### config.mk
export PLATFORM = sky130hd
export DESIGN_NAME = fetch_unit_flat
export DESIGN_NICKNAME = d
export VERILOG_FILES = /design/src/rtl/fetch_unit_if.sv /design/src/rtl/fetch_unit.sv /design/src/flat_wrapper.sv
export SDC_FILE = /design/constraint.sdc
export NUM_CORES = 1
export LEC_CHECK = 0
export BUFFER_PORTS_ARGS = -buffer_cell sky130_fd_sc_hd__buf_2
export CAP_MARGIN = 20
export CORE_MARGIN = 2
export CORE_UTILIZATION = 38
export DETAILED_ROUTE_END_ITERATION = 7
export GPL_ROUTABILITY_DRIVEN = 1
export PLACE_DENSITY = 0.84
export SYNTH_ARGS = -nofsm -noshare
export SYNTH_HDL_FRONTEND = slang
export SYNTH_SLANG_ARGS = --single-unit
### constraint.sdc
create_clock -name clk -period 3 [get_ports clk]
set_clock_uncertainty 0.15 [all_clocks]
set_input_delay 0.6 -clock clk [delete_from_list [all_inputs] [get_ports clk]]
set_output_delay 0.6 -clock clk [all_outputs]
set_load 0.05 [all_outputs]
### src/rtl/fetch_unit_if.sv
// fetch_unit_if: bundles the program-counter control, program-memory read
// port and decoder handshake seen by the fetch sequencer.
// master: the fetch unit side. slave: the surrounding PC/memory/decoder side.
interface fetch_unit_if #(
  parameter int ADDR_W = 8,
  parameter int DATA_W = 8
);
  logic [ADDR_W-1:0] PC;
  logic              PC_en;
  logic              PC_inc;
  logic [ADDR_W-1:0] PC_load;
  logic [ADDR_W-1:0] mem_addr;
  logic              mem_rd;
  logic [DATA_W-1:0] mem_data;
  logic              mem_ready;
  logic [DATA_W-1:0] ir;
  logic [DATA_W-1:0] ir_operand;
  logic              ir_valid;
  logic              ir_ready;
  logic              jump_req;
  logic [ADDR_W-1:0] jump_addr;

  modport master (
    input  PC, mem_data, mem_ready, ir_ready, jump_req, jump_addr,
    output PC_en, PC_inc, PC_load, mem_addr, mem_rd, ir, ir_operand, ir_valid
  );

  modport slave (
    output PC, mem_data, mem_ready, ir_ready, jump_req, jump_addr,
    input  PC_en, PC_inc, PC_load, mem_addr, mem_rd, ir, ir_operand, ir_valid
  );
endinterface

### src/rtl/fetch_unit.sv
// fetch_unit: instruction fetch sequencer. Reads opcode (and optionally an
// operand) byte at the current PC, bumps the PC after each byte and holds the
// assembled instruction for the decoder until accepted. Jumps reload the PC
// and restart fetching at the target, dropping whatever was in flight.
// Optional feature macro: FETCH_TWO_BYTE_EN enables two-byte opcodes
// (top two opcode bits 2'b11) that fetch an operand byte in the ARG state.
module fetch_unit #(
  parameter int ADDR_W = 8,
  parameter int DATA_W = 8
) (
  input logic          clk,
  input logic          rst,
  fetch_unit_if.master bus
);

  typedef enum logic [1:0] {
    IDLE = 2'd0,
    OPC  = 2'd1,
    ARG  = 2'd2,
    HOLD = 2'd3
  } state_t;

  state_t            state;
  logic [DATA_W-1:0] ir_q;
  logic              fetching;

  assign fetching     = (state == OPC) || (state == ARG);
  assign bus.mem_addr = bus.PC;
  assign bus.mem_rd   = fetching;
  assign bus.ir_valid = (state == HOLD);
  assign bus.ir       = ir_q;

`ifdef FETCH_TWO_BYTE_EN
  logic [DATA_W-1:0] operand_q;
  logic              two_byte;

  assign two_byte       = (bus.mem_data[DATA_W-1 -: 2] == 2'b11);
  assign bus.ir_operand = operand_q;
`else
  assign bus.ir_operand = '0;
`endif

  // PC control: a jump loads the target, otherwise each completed byte read increments; reset suppresses both.
  always_comb begin
    bus.PC_en   = 1'b0;
    bus.PC_inc  = 1'b0;
    bus.PC_load = '0;
    if (!rst) begin
      if (bus.jump_req) begin
        bus.PC_en   = 1'b1;
        bus.PC_load = bus.jump_addr;
      end else if (fetching && bus.mem_ready) begin
        bus.PC_en  = 1'b1;
        bus.PC_inc = 1'b1;
      end
    end
  end

  // Fetch sequencer: walks IDLE -> OPC (-> ARG) -> HOLD, with jumps restarting at OPC.
  always_ff @(posedge clk) begin
    if (rst) begin
      state <= IDLE;
      ir_q  <= '0;
`ifdef FETCH_TWO_BYTE_EN
      operand_q <= '0;
`endif
    end else if (bus.jump_req) begin
      state <= OPC;
    end else begin
      case (state)
        IDLE: state <= OPC;
        OPC: begin
          if (bus.mem_ready) begin
            ir_q <= bus.mem_data;
`ifdef FETCH_TWO_BYTE_EN
            operand_q <= '0;
            state     <= two_byte ? ARG : HOLD;
`else
            state <= HOLD;
`endif
          end
        end
`ifdef FETCH_TWO_BYTE_EN
        ARG: begin
          if (bus.mem_ready) begin
            operand_q <= bus.mem_data;
            state     <= HOLD;
          end
        end
`endif
        HOLD: begin
          if (bus.ir_ready) state <= OPC;
        end
        default: state <= IDLE;
      endcase
    end
  end

endmodule

### src/flat_wrapper.sv
// flat-port wrapper written by rule: the top's interface ports become plain ports
module fetch_unit_flat 
#(
  parameter int ADDR_W = 8,
  parameter int DATA_W = 8
)
  (clk, rst, bus_PC, bus_mem_data, bus_mem_ready, bus_ir_ready, bus_jump_req, bus_jump_addr, bus_PC_en, bus_PC_inc, bus_PC_load, bus_mem_addr, bus_mem_rd, bus_ir, bus_ir_operand, bus_ir_valid);
  fetch_unit_if #(.ADDR_W(ADDR_W), .DATA_W(DATA_W)) bus_i ();
  input logic clk;
  input logic rst;
  input wire logic [$bits(bus_i.PC)-1:0] bus_PC;
  input wire logic [$bits(bus_i.mem_data)-1:0] bus_mem_data;
  input wire logic [$bits(bus_i.mem_ready)-1:0] bus_mem_ready;
  input wire logic [$bits(bus_i.ir_ready)-1:0] bus_ir_ready;
  input wire logic [$bits(bus_i.jump_req)-1:0] bus_jump_req;
  input wire logic [$bits(bus_i.jump_addr)-1:0] bus_jump_addr;
  output wire logic [$bits(bus_i.PC_en)-1:0] bus_PC_en;
  output wire logic [$bits(bus_i.PC_inc)-1:0] bus_PC_inc;
  output wire logic [$bits(bus_i.PC_load)-1:0] bus_PC_load;
  output wire logic [$bits(bus_i.mem_addr)-1:0] bus_mem_addr;
  output wire logic [$bits(bus_i.mem_rd)-1:0] bus_mem_rd;
  output wire logic [$bits(bus_i.ir)-1:0] bus_ir;
  output wire logic [$bits(bus_i.ir_operand)-1:0] bus_ir_operand;
  output wire logic [$bits(bus_i.ir_valid)-1:0] bus_ir_valid;
  assign bus_i.PC = bus_PC;
  assign bus_i.mem_data = bus_mem_data;
  assign bus_i.mem_ready = bus_mem_ready;
  assign bus_i.ir_ready = bus_ir_ready;
  assign bus_i.jump_req = bus_jump_req;
  assign bus_i.jump_addr = bus_jump_addr;
  assign bus_PC_en = bus_i.PC_en;
  assign bus_PC_inc = bus_i.PC_inc;
  assign bus_PC_load = bus_i.PC_load;
  assign bus_mem_addr = bus_i.mem_addr;
  assign bus_mem_rd = bus_i.mem_rd;
  assign bus_ir = bus_i.ir;
  assign bus_ir_operand = bus_i.ir_operand;
  assign bus_ir_valid = bus_i.ir_valid;
  fetch_unit #(.ADDR_W(ADDR_W), .DATA_W(DATA_W)) u_core (.clk(clk), .rst(rst), .bus(bus_i));
endmodule
==> flow_summary.yaml <==
run_status:
  status: "complete, no violations"
yosys:
  synth_commonest_cells: "16 x buf_4, 10 x dfxtp_1, 10 x nor2_1"
  yosys.area.top_type: "dfxtp_1"
  synth_seq_area_share: 0.301
  syn_area_per_cell_um2: 8.98
  synth_edf_count: 0
  synthCells: 74
  netlist_area_um2: 664
  ys_ff_latch: 10
  synth.distinct_cells: 21
  synth_area_leaders: "dfxtp_1 30%, buf_4 18%, mux2i_1 12%"
  synth_most_common_cell: "buf_4"
  synth_flop_cell: "dfxtp_1"
  synth_top_area_frac: 0.301
  synth_warnings: 0
  ys_async_sr_fraction: 0
drt:
  viasPerCell: 4.66
  first_iter_violations: 6
  drc: 0
  postRouteAntennaNets: 0
  routedWlPerCell_um: 11.3
  vias: 578
  first_pass_iters: 4
  postRouteWirelength_um: 1400
timing:
  slew_violations: 0
  rsz0062_at_grt: "no"
  final.period_utilization: 0.786
  fin_tns_setup_ns: 0
  setup_violations: 0
  post-route-min-period_ns: 2.36
  hold_viol: 0
  clock.fmax_mhz: 424
clock_tree:
  h-tree-depth: 1
  clk_pin_slew_ns: 0.06
  cts_post_setup_buffers_inserted: 0
  tritoncts: "built"
  hold_buffers: 0
  clock_latency_ns: 0.26
  clock-sinks: 10
  clock_path_buffers: 2
  cts_buffers: 3
  root_buffer: "clkbuf_4"
  cts_resized: 0
worst_hold_path:
  hold_path_class: "reg2reg"
setup_path:
  rr_worst_depth: 5
  reg2reg_slack_ns: 1.41
  worstPathArrival_ns: 1.61
  endpoint: "bus_PC_inc"
  startpoint: "u_core.state[0]$_SDFFE_PP0P_"
  rr_endpoint: "u_core.bus.ir[2]$_SDFFE_PP0P_"
  r2r_start: "u_core.state[1]$_SDFFE_PP0P_"
  end_kind: "output pin"
  cp_data_required_time_ns: 2.25
  crit_path_max_fanout: 5
  crit_type: "reg2out"
  worstSetupStartpointType: "flop"
floorplan:
  die_h_um: 45.8
  ios: 65
  num_rows: 15
  coreArea_mm2: 0.00169
  dieArea_mm2: 0.00210
  start_util: 0.393
  fp.dieW_um: 45.8
global_route:
  track_usage: 0.134
  grt_max_degree: 14
  overflow: 0
  grt_antenna_before_repair: 0
  grt_pass1_vias: 510
  grt_pass1_wl_um: 2010
layout:
  diodes: 0
  nFillCells: 172
  multi_input_comb_area_um2: 350
  seqCellArea_um2: 200
  final_nets: 141
  area_delta_synth_final_pct: 23.4
  drive_gt1_frac: 0.439
placed_design:
  numPortBuffers: 40
  gp_congestion: 0.602
  place_hpwl_um: 1190
power_and_ir_drop:
  vdd_drop_max_mv: 0.261
  leakage_nw: 0.494
  power_density_mw_per_mm2: 459
  power_mw: 0.376
flow_run:
  max_cap_viol_count: 0
[worst min-delay path by stage]
stage,slack [ns],start,cells past startpoint,to
after detailed placement,0.33,u_core.bus.ir[3]$_SDFFE_PP0P_,2,u_core.bus.ir[3]$_SDFFE_PP0P_
final,0.35,u_core.bus.ir[3]$_SDFFE_PP0P_,2,u_core.bus.ir[3]$_SDFFE_PP0P_
after global routing,0.39,u_core.bus.ir[7]$_SDFFE_PP0P_,2,u_core.bus.ir[7]$_SDFFE_PP0P_
after CTS,0.35,u_core.bus.ir[3]$_SDFFE_PP0P_,2,u_core.bus.ir[3]$_SDFFE_PP0P_
after floorplan,0.36,u_core.state[1]$_SDFFE_PP0P_,2,u_core.state[1]$_SDFFE_PP0P_
after global placement,0.33,u_core.bus.ir[3]$_SDFFE_PP0P_,2,u_core.bus.ir[3]$_SDFFE_PP0P_
[final cells by class]
class / instances / area share
repair buffers: 40 / 0.244
inverters: 3 / 0.0137
well taps: 17 / 0.0260
clock buffers: 4 / 0.0443
multi-input cells: 50 / 0.427
flip-flops and latches: 10 / 0.244
[where the power goes]
| group | leakage (nW) | switching [mW] | internal (mW) |
|---|---|---|---|
| clock | 0.0210 | 0.0448 | 0.0736 |
| sequential | 0.0815 | 0.00382 | 0.138 |
| combinational | 0.392 | 0.0854 | 0.0304 |
| total | 0.494 | 0.134 | 0.242 |
[state kept, by name (all words and copies together) (netlist names)]
signal,flops
u_core.state,2
u_core.bus.ir,8
[critical path, cell delays in order, from the launching register on]
cell	delay [ns]
dfxtp_1	0.41
inv_1	0.06
ha_1	0.32
nor4b_2	0.26
buf_2	0.29
[cells by family (layout without fill, tap and decap cells)]
family	Yosys count	after routing	share of synthesized area
and+or+nand+nor	26	26	0.232
buffers and inverters	21	47	0.220
other	1	8	0.00564
AOI/OAI and AO/OA	4	4	0.0452
DFF	10	10	0.301
adders and majority gates	4	4	0.0753
muxes	8	8	0.121
[layer usage]
layer / vias to the layer above / share of wire / wire (um) / GRT usage
li1: 280 / - / - / -
met1: 253 / 0.35 / 487 / 0.132
met2: 41 / 0.51 / 715 / 0.254
met3: 4 / 0.12 / 173 / 0.0238
met4: 0 / 0.016 / 23 / 0.0857
met5: - / 0 / 0 / 0
[metrics by stage]
stage	setup WS, ns	utilization	cell area, um2	hold slack [ns]	cells
3_3_place_gp	0.790	0.464	783	0.327	120
3_5_place_dp	0.749	0.464	783	0.332	120
4_1_cts	0.616	0.485	820	0.348	124
6_report	0.643	0.485	820	0.351	124
2_1_floorplan	0.404	-	697	0.364	81
5_1_grt	0.502	0.485	820	0.388	124
[layout by cell type, fill, tap and decap left out]
master    instances
or3b_1            1
nor4b_1           1
clkbuf_4          3
nand3b_1          1
inv_1             3
and2b_1           1
nor4b_2           1
nor2b_1           1
o21ai_0           1
buf_2            40
dfxtp_1          10
mux2i_1           8
a211oi_2          1
nor2b_4           1
a21oi_1           1
o21a_1            1
ha_1              4
nor2_1           10
nor3_1            1
conb_1            8
and2_1            8
clkbuf_8          1
No activity file was read; power rests on OpenSTA's default activity.
